**src/rtl/player_shot.sv**
```systemverilog
// Player projectile launcher: spawns a shot above the player, moves it upward, retires it at the top or on hit.
// Optional macro AUTOFIRE_EN: fire held high relaunches once per flight+cooldown period instead of edge-only.
module player_shot #(
   parameter int SPEED     = 4,
   parameter int MOVE_DIV  = 2,
   parameter int SPAWN_OFS = 10,
   parameter int COOLDOWN  = 64
) (
   input  logic        dclk,
   input  logic        clr,
   input  logic        play,
   input  logic        fire,
   input  logic        hit,
   input  logic [9:0]  player_x,
   input  logic [9:0]  player_y,
   output logic [9:0]  projectiles_x,
   output logic [9:0]  projectiles_y,
   output logic        active,
   output logic [13:0] shots_fired
);

   // state    | meaning
   // S_IDLE   | no shot, waiting for a fire trigger
   // S_FLIGHT | shot moving up the screen
   // S_COOL   | shot retired, counting down before the next launch
   typedef enum logic [1:0] {
      S_IDLE   = 2'd0,
      S_FLIGHT = 2'd1,
      S_COOL   = 2'd2
   } state_t;

   localparam int MW = (MOVE_DIV > 1) ? $clog2(MOVE_DIV) : 1;
   localparam int CW = $clog2(COOLDOWN + 1);

   localparam logic [9:0]    SPEED_V   = 10'(SPEED);
   localparam logic [9:0]    SPAWN_V   = 10'(SPAWN_OFS);
   localparam logic [9:0]    MIN_Y     = 10'(SPAWN_OFS + SPEED);
   localparam logic [MW-1:0] MOVE_LAST = MW'(MOVE_DIV - 1);
   localparam logic [CW-1:0] COOL_LAST = CW'(COOLDOWN - 1);

   state_t        state_q, state_d;
   logic [9:0]    x_q, x_d;
   logic [9:0]    y_q, y_d;
   logic          active_q, active_d;
   logic [13:0]   shots_q, shots_d;
   logic [MW-1:0] move_q, move_d;
   logic [CW-1:0] cool_q, cool_d;
   logic          fire_q, fire_d;

   logic trig;
   logic launch;
   logic tick;
   logic retire;

   always_comb begin
`ifdef AUTOFIRE_EN
      trig = fire;
`else
      trig = fire & ~fire_q;
`endif
      launch = (state_q == S_IDLE) && trig && (player_y >= MIN_Y);
      tick   = (move_q == MOVE_LAST);
      // hit wins over a coincident move tick; the top-edge guard keeps y from underflowing
      retire = (state_q == S_FLIGHT) && (hit || (tick && (y_q <= SPEED_V)));
   end

   always_ff @(posedge dclk or posedge clr) begin
      if (clr) begin
         state_q  <= S_IDLE;
         x_q      <= '0;
         y_q      <= '0;
         active_q <= 1'b0;
         shots_q  <= '0;
         move_q   <= '0;
         cool_q   <= '0;
         fire_q   <= 1'b0;
      end else begin
         state_q  <= state_d;
         x_q      <= x_d;
         y_q      <= y_d;
         active_q <= active_d;
         shots_q  <= shots_d;
         move_q   <= move_d;
         cool_q   <= cool_d;
         fire_q   <= fire_d;
      end
   end

   always_comb begin
      state_d = state_q;
      if (!play) begin
         state_d = S_IDLE;
      end else begin
         case (state_q)
            S_IDLE:   if (launch) state_d = S_FLIGHT;
            S_FLIGHT: if (retire) state_d = S_COOL;
            S_COOL:   if (cool_q == '0) state_d = S_IDLE;
            default:  state_d = S_IDLE;
         endcase
      end
   end

   always_comb begin
      x_d      = x_q;
      y_d      = y_q;
      active_d = active_q;
      shots_d  = shots_q;
      move_d   = move_q;
      cool_d   = cool_q;
      fire_d   = fire;
      if (!play) begin
         x_d      = '0;
         y_d      = '0;
         active_d = 1'b0;
         shots_d  = '0;
         move_d   = '0;
         cool_d   = '0;
      end else begin
         case (state_q)
            S_IDLE: begin
               if (launch) begin
                  x_d      = player_x;
                  y_d      = player_y - SPAWN_V;
                  active_d = 1'b1;
                  shots_d  = (shots_q == 14'h3FFF) ? shots_q : shots_q + 14'd1;
                  move_d   = '0;
               end
            end
            S_FLIGHT: begin
               if (retire) begin
                  x_d      = '0;
                  y_d      = '0;
                  active_d = 1'b0;
                  move_d   = '0;
                  cool_d   = COOL_LAST;
               end else if (tick) begin
                  move_d = '0;
                  y_d    = y_q - SPEED_V;
               end else begin
                  move_d = move_q + MW'(1);
               end
            end
            S_COOL: begin
               if (cool_q != '0) cool_d = cool_q - CW'(1);
            end
            default: ;
         endcase
      end
   end

   assign projectiles_x = x_q;
   assign projectiles_y = y_q;
   assign active        = active_q;
   assign shots_fired   = shots_q;

endmodule

```
**config.mk**
```make
export PLATFORM = sky130hd
export DESIGN_NAME = player_shot
export DESIGN_NICKNAME = d
export VERILOG_FILES = /design/src/rtl/player_shot.sv
export SDC_FILE = /design/constraint.sdc
export NUM_CORES = 1
export LEC_CHECK = 0
export ABC_AREA = 1
export ABC_CLOCK_PERIOD_IN_PS = 2200
export CORE_AREA = 2 2 67 94
export CTS_BUF_LIST = sky130_fd_sc_hd__clkbuf_4 sky130_fd_sc_hd__clkbuf_8 sky130_fd_sc_hd__clkbuf_16
export DETAILED_ROUTE_END_ITERATION = 8
export DIE_AREA = 0 0 69 96
export PLACE_DENSITY = 0.78
export SETUP_SLACK_MARGIN = 0.3
export SLEW_MARGIN = 5
export SYNTH_ARGS = -nofsm -noshare
export SYNTH_HDL_FRONTEND = slang
export SYNTH_SLANG_ARGS = --single-unit
```
**constraint.sdc**
```tcl
create_clock -name dclk -period 2.2 [get_ports dclk]
set_clock_uncertainty 0.15 [all_clocks]
set_input_delay 0.44 -clock dclk [delete_from_list [all_inputs] [get_ports dclk]]
set_output_delay 0.44 -clock dclk [all_outputs]
set_load 0.02 [all_outputs]
```
[Word-level counts from Yosys, hierarchy flattened]
Cells that the tools add are included.
Widths: inputs -> output; s select.
Word-level totals
  logic and storage cells: 75
  input bits: 25
  register bits: 46
  output and inout bits: 35
Operators by class
  magnitude comparators: 2
  $add $sub $neg: 5
  bitwise logic cells: 2
  equality and inequality tests: 13
  reductions and logical operators: 14
  muxes and demuxes: 31
Operator list (count)
  $mux 10: 7
  $mux 14: 4
  $pmux 10 s2: 2
  $mux 7: 3
  $reduce_and 3->1: 5
  $add 14x1->14 const B: 1
  $eq 14x14->1 const B: 1
  $pmux 7 s2: 1
  $ne 3x3->1 const B: 4
  $ge 10x4->1 const B: 1
  $le 10x3->1 const B: 1
  $sub 10x3->10 const B: 1
  $sub 10x4->10 const B: 1
  $mux 2: 4
  $logic_not 7->1: 1
  $mux 1: 7
  $reduce_bool 7->1: 1
  $sub 7x1->7 const B: 1
  $ne 3x1->1 const B: 2
  $pmux 2 s3: 1
  $logic_and 1x1->1: 4
  $ne 2x1->1 const B: 2
  $ne 4x4->1 const B: 1
  $pmux 1 s2: 2
  other kinds (9): 9

[Logic depth before layout (Yosys ltp)]
  depth in word-level cells: 7
  gate-level depth with buffers: 12

[Worst setup path after synthesis]
No wires, ideal clock.
  kind: flip-flop to flip-flop
  from: register shots_q[1], in the netlist shots_fired[1]
  to: register shots_q[5], in the netlist shots_fired[5]
  slack: 380 ps
  data arrival time: 1552 ps
  setup time: 118 ps
  cell stages (with the launch flop): 12
  path through: dfrtp_1 -> ha_1 -> nand2_1 -> nor2_2 -> inv_2 -> nor2_2 -> nand3_1 -> nand2_1 -> nor2_1 -> buf_2 -> nand3_1 -> nand2_1
Between the ends
  word-level cells in the longest chain between the ends: 5
  elaborated cells on any way between the ends: 8
RTL lines
  start: declaration: RTL line 45  | logic [13:0] shots_q, shots_d;
  start signal: assignment: RTL line 82  | shots_q <= shots_d;
  $add 14x1->14: RTL line 125  | shots_d = (shots_q == 14'h3FFF) ? shots_q : shots_q + 14'd1;
  $mux 14: RTL line 125
  $mux 14: RTL line 121  | if (launch) begin
  $mux 14: RTL line 119  | case (state_q)
  $mux 14: RTL line 111  | if (!play) begin
Several ways; a longest one is shown, not always the timed one. The select of a mux whose other input is x is not followed.
A chain may end at the register's enable or synchronous reset.

[Worst setup path after layout]
  from: register x_q[2], in the netlist projectiles_x[2]
  to: output port projectiles_x[2]
RTL lines
  start: declaration: RTL line 42  | logic [9:0] x_q, x_d;
  start signal: assignment: RTL line 70  | x_q <= '0;
  start signal: assignment: RTL line 79  | x_q <= x_d;
  end: declaration: RTL line 16  | output logic [9:0] projectiles_x,
No word-level cell between the ends.

==> flow_summary.yaml <==
cts:
  h-tree-depth: 2
  insertion_delay_ps: 300
  cts_tree: "built"
  cts_sinks: 46
  cts_inserted_buffers: 5
  clk_pin_slew_ps: 100
  clock-root-buffer: "clkbuf_8"
  hold_buffers: 0
  clockBufferDepth: 2
critical_path:
  crit_type: "flip-flop to output pin"
  crit_arrival_ps: 1260
  cp_cell_sequence: "clkdlybuf4s50_1"
  cpPeakStageDelay_ps: 600
  startpoint_type: "flip-flop"
  critPathBufInv: 1
  crit_family: "buffers and inverters"
  critPathSlowestCell: "clkdlybuf4s50_1"
  path_max_fanout: 2
  end_kind: "output pin"
  cp_data_required_time_ps: 1610
power_and_ir_drop:
  power_density_mw_per_mm2: 1030
  p_int_mw: 2.13
  switchingPower_mw: 1.81
  power.clock.fraction_pct: 13.9
  p_leak_nw: 2.07
  irDropWorstVdd_uv: 582
  seqPwrFrac_pct: 33.8
  p_sw_share_pct: 46.0
  pwr-share-comb_pct: 52.3
layout:
  area_growth_pct: 33.4
  multi_input_area_sq_mm: 0.00150
  nFillCells: 508
  nets: 512
  final_common_cell: "nand2_1"
  ff_latch_area_sq_mm: 0.00115
  layout_common_cells: "nand2_1, dfrtp_1, nand3_1, nor2_1, inv_1"
  drive_above_1_share_pct: 13.5
  diodes: 0
  final_util_pct: 65.9
sta:
  relSlewSlack_pct: 71.4
  fmax_mhz: 541
  min_period_ps: 1850
  finalHoldViolCount: 0
  tightest_slew_ps: 429
  hold_ws_ps: 295
  slew_violations: 0
  finalSetupViolCount: 0
  rsz0062_at_grt: "no"
  min_period_over_period_pct: 84.0
floorplan:
  start_util_pct: 49.4
  die_x_um: 69
  rows: 33
  fp.dieH_um: 96
  io_pins: 60
  core_area_sq_mm: 0.00578
  die_area_sq_mm: 0.00662
synthesis:
  syn_nets: 433
  syn_inst: 402
  synth_cell_types: 31
  yosysWarnings: 0
  syn-cell-area_sq_mm: 0.00286
  avgSynthCellArea_sq_um: 7.10
  ys_seq_area_share_pct: 40.3
  synth-seq-cells: 46
route:
  drtIter0Drc: 225
  viasPerCell: 5.17
  drt-total-wl_um: 7110
  vias: 2856
  ant_nets: 0
  drc: 0
  firstDrtPassIters: 4
  wl_per_cell_um: 12.9
min_path:
  hold_path_class: "input pin to async pin"
placed_design:
  io_buffers: 59
  place_congestion: 0.864
  dp_hpwl_um: 5150
global_route:
  grt_pass1_vias: 2759
  grt_usage_pct: 22.2
  grt_antenna_before_repair: 0
  grt_overflow: 0
  grt_max_degree: 30
  grt_pass1_wl_um: 11900
status:
  status: "finished, final reports clean"
job:
  max_cap_violations: 0
==> cells by family (layout without fill, tap and decap cells) <==
| logic type | after synthesis | in the layout | synth area share, % |
|---|---|---|---|
| flip-flops | 46 | 46 | 40.3 |
| XOR/XNOR | 11 | 11 | 3.37 |
| AO/OA/AOI/OAI | 45 | 45 | 8.94 |
| buffers and inverters | 59 | 139 | 9.03 |
| adder cells (fa/ha/maj) | 6 | 6 | 2.63 |
| AND/OR/NAND/NOR | 235 | 235 | 35.7 |
==> through the flow <==
stage,setup WS (ps),power (mW),TNS (ps),cell area [sq um],std cells
6_report,353,3.94,0,3810,552
5_1_grt,279,4.27,0,3810,552
4_1_cts,301,3.87,0,3690,545
3_5_place_dp,-13.5,3.35,-13.5,3590,536
3_3_place_gp,79.2,3.30,0,3590,536
2_1_floorplan,380,2.64,0,2860,402
==> flip-flops by register name (all words and copies together), names as in the netlist <==
register / flops
move_q: 1
projectiles_y: 10
fire_q: 1
state_q: 2
cool_q: 7
shots_fired: 14
active: 1
projectiles_x: 10
==> power by group through the flow <==
stage	logic, mW	registers [mW]	clock network, mW
after detailed placement	2.00	1.35	0
after global placement	1.96	1.34	0
after global routing	2.31	1.37	0.592
after CTS	1.99	1.33	0.557
final	2.06	1.33	0.547
after floorplan	1.10	1.53	0
==> cell usage after synthesis (all sizes together) <==
library cell / n / share of area (%)
a21oi: 8 / 1.8
and2: 1 / 0.22
buf: 9 / 2.3
clkbuf: 1 / 0.13
clkinv: 1 / 0.31
dfrtp: 46 / 40
ha: 6 / 2.6
inv: 48 / 6.3
nand2: 126 / 17
nand3: 41 / 7.4
nand4: 12 / 2.6
nor2: 48 / 7.0
nor3: 5 / 1.1
nor3b: 2 / 0.53
o21ai: 32 / 5.9
o21bai: 3 / 0.79
o22ai: 1 / 0.22
o31ai: 1 / 0.26
xor2: 11 / 3.4
==> final cells by class <==
type	count	share of cell area (%)
well taps	70	2.30
flip-flops and latches	46	30.3
inverters	49	5.02
clock inverters	3	0.624
clock buffers	5	1.81
multi-input cells	297	39.4
repair inverters	1	0.197
repair buffers	81	20.4
==> worst paths after layout <==
path	start	endpoint	slack, ps	cells past startpoint
min reg2reg	projectiles_x[0]$_DFFE_PP0P_	projectiles_x[0]$_DFFE_PP0P_	330	2
max in group asynchronous	clr	projectiles_y[2]$_DFFE_PP0P_	1100	3
min in group dclk	projectiles_x[0]$_DFFE_PP0P_	projectiles_x[0]$_DFFE_PP0P_	330	2
max	projectiles_x[2]$_DFFE_PP0P_	projectiles_x[2]	350	1
max reg2reg	shots_fired[1]$_DFFE_PP0P_	shots_fired[7]$_DFFE_PP0P_	390	12
min	clr	cool_q[0]$_DFFE_PP0P_	300	2
==> timing repair <==
item | in CTS | in global routing
endpoints found under the setup margin | 54 | 54
cloned | 0 | 1
gates resized for setup | 28 | 28
setup buffers | 1 | 6
==> routing by layer <==
metal,track usage [%],wire length [um]
met1,24.2,2910
met2,42.4,3800
met3,3.25,211
met4,9.97,182
met5,0,0
No activity file was read; power rests on OpenSTA's default activity.
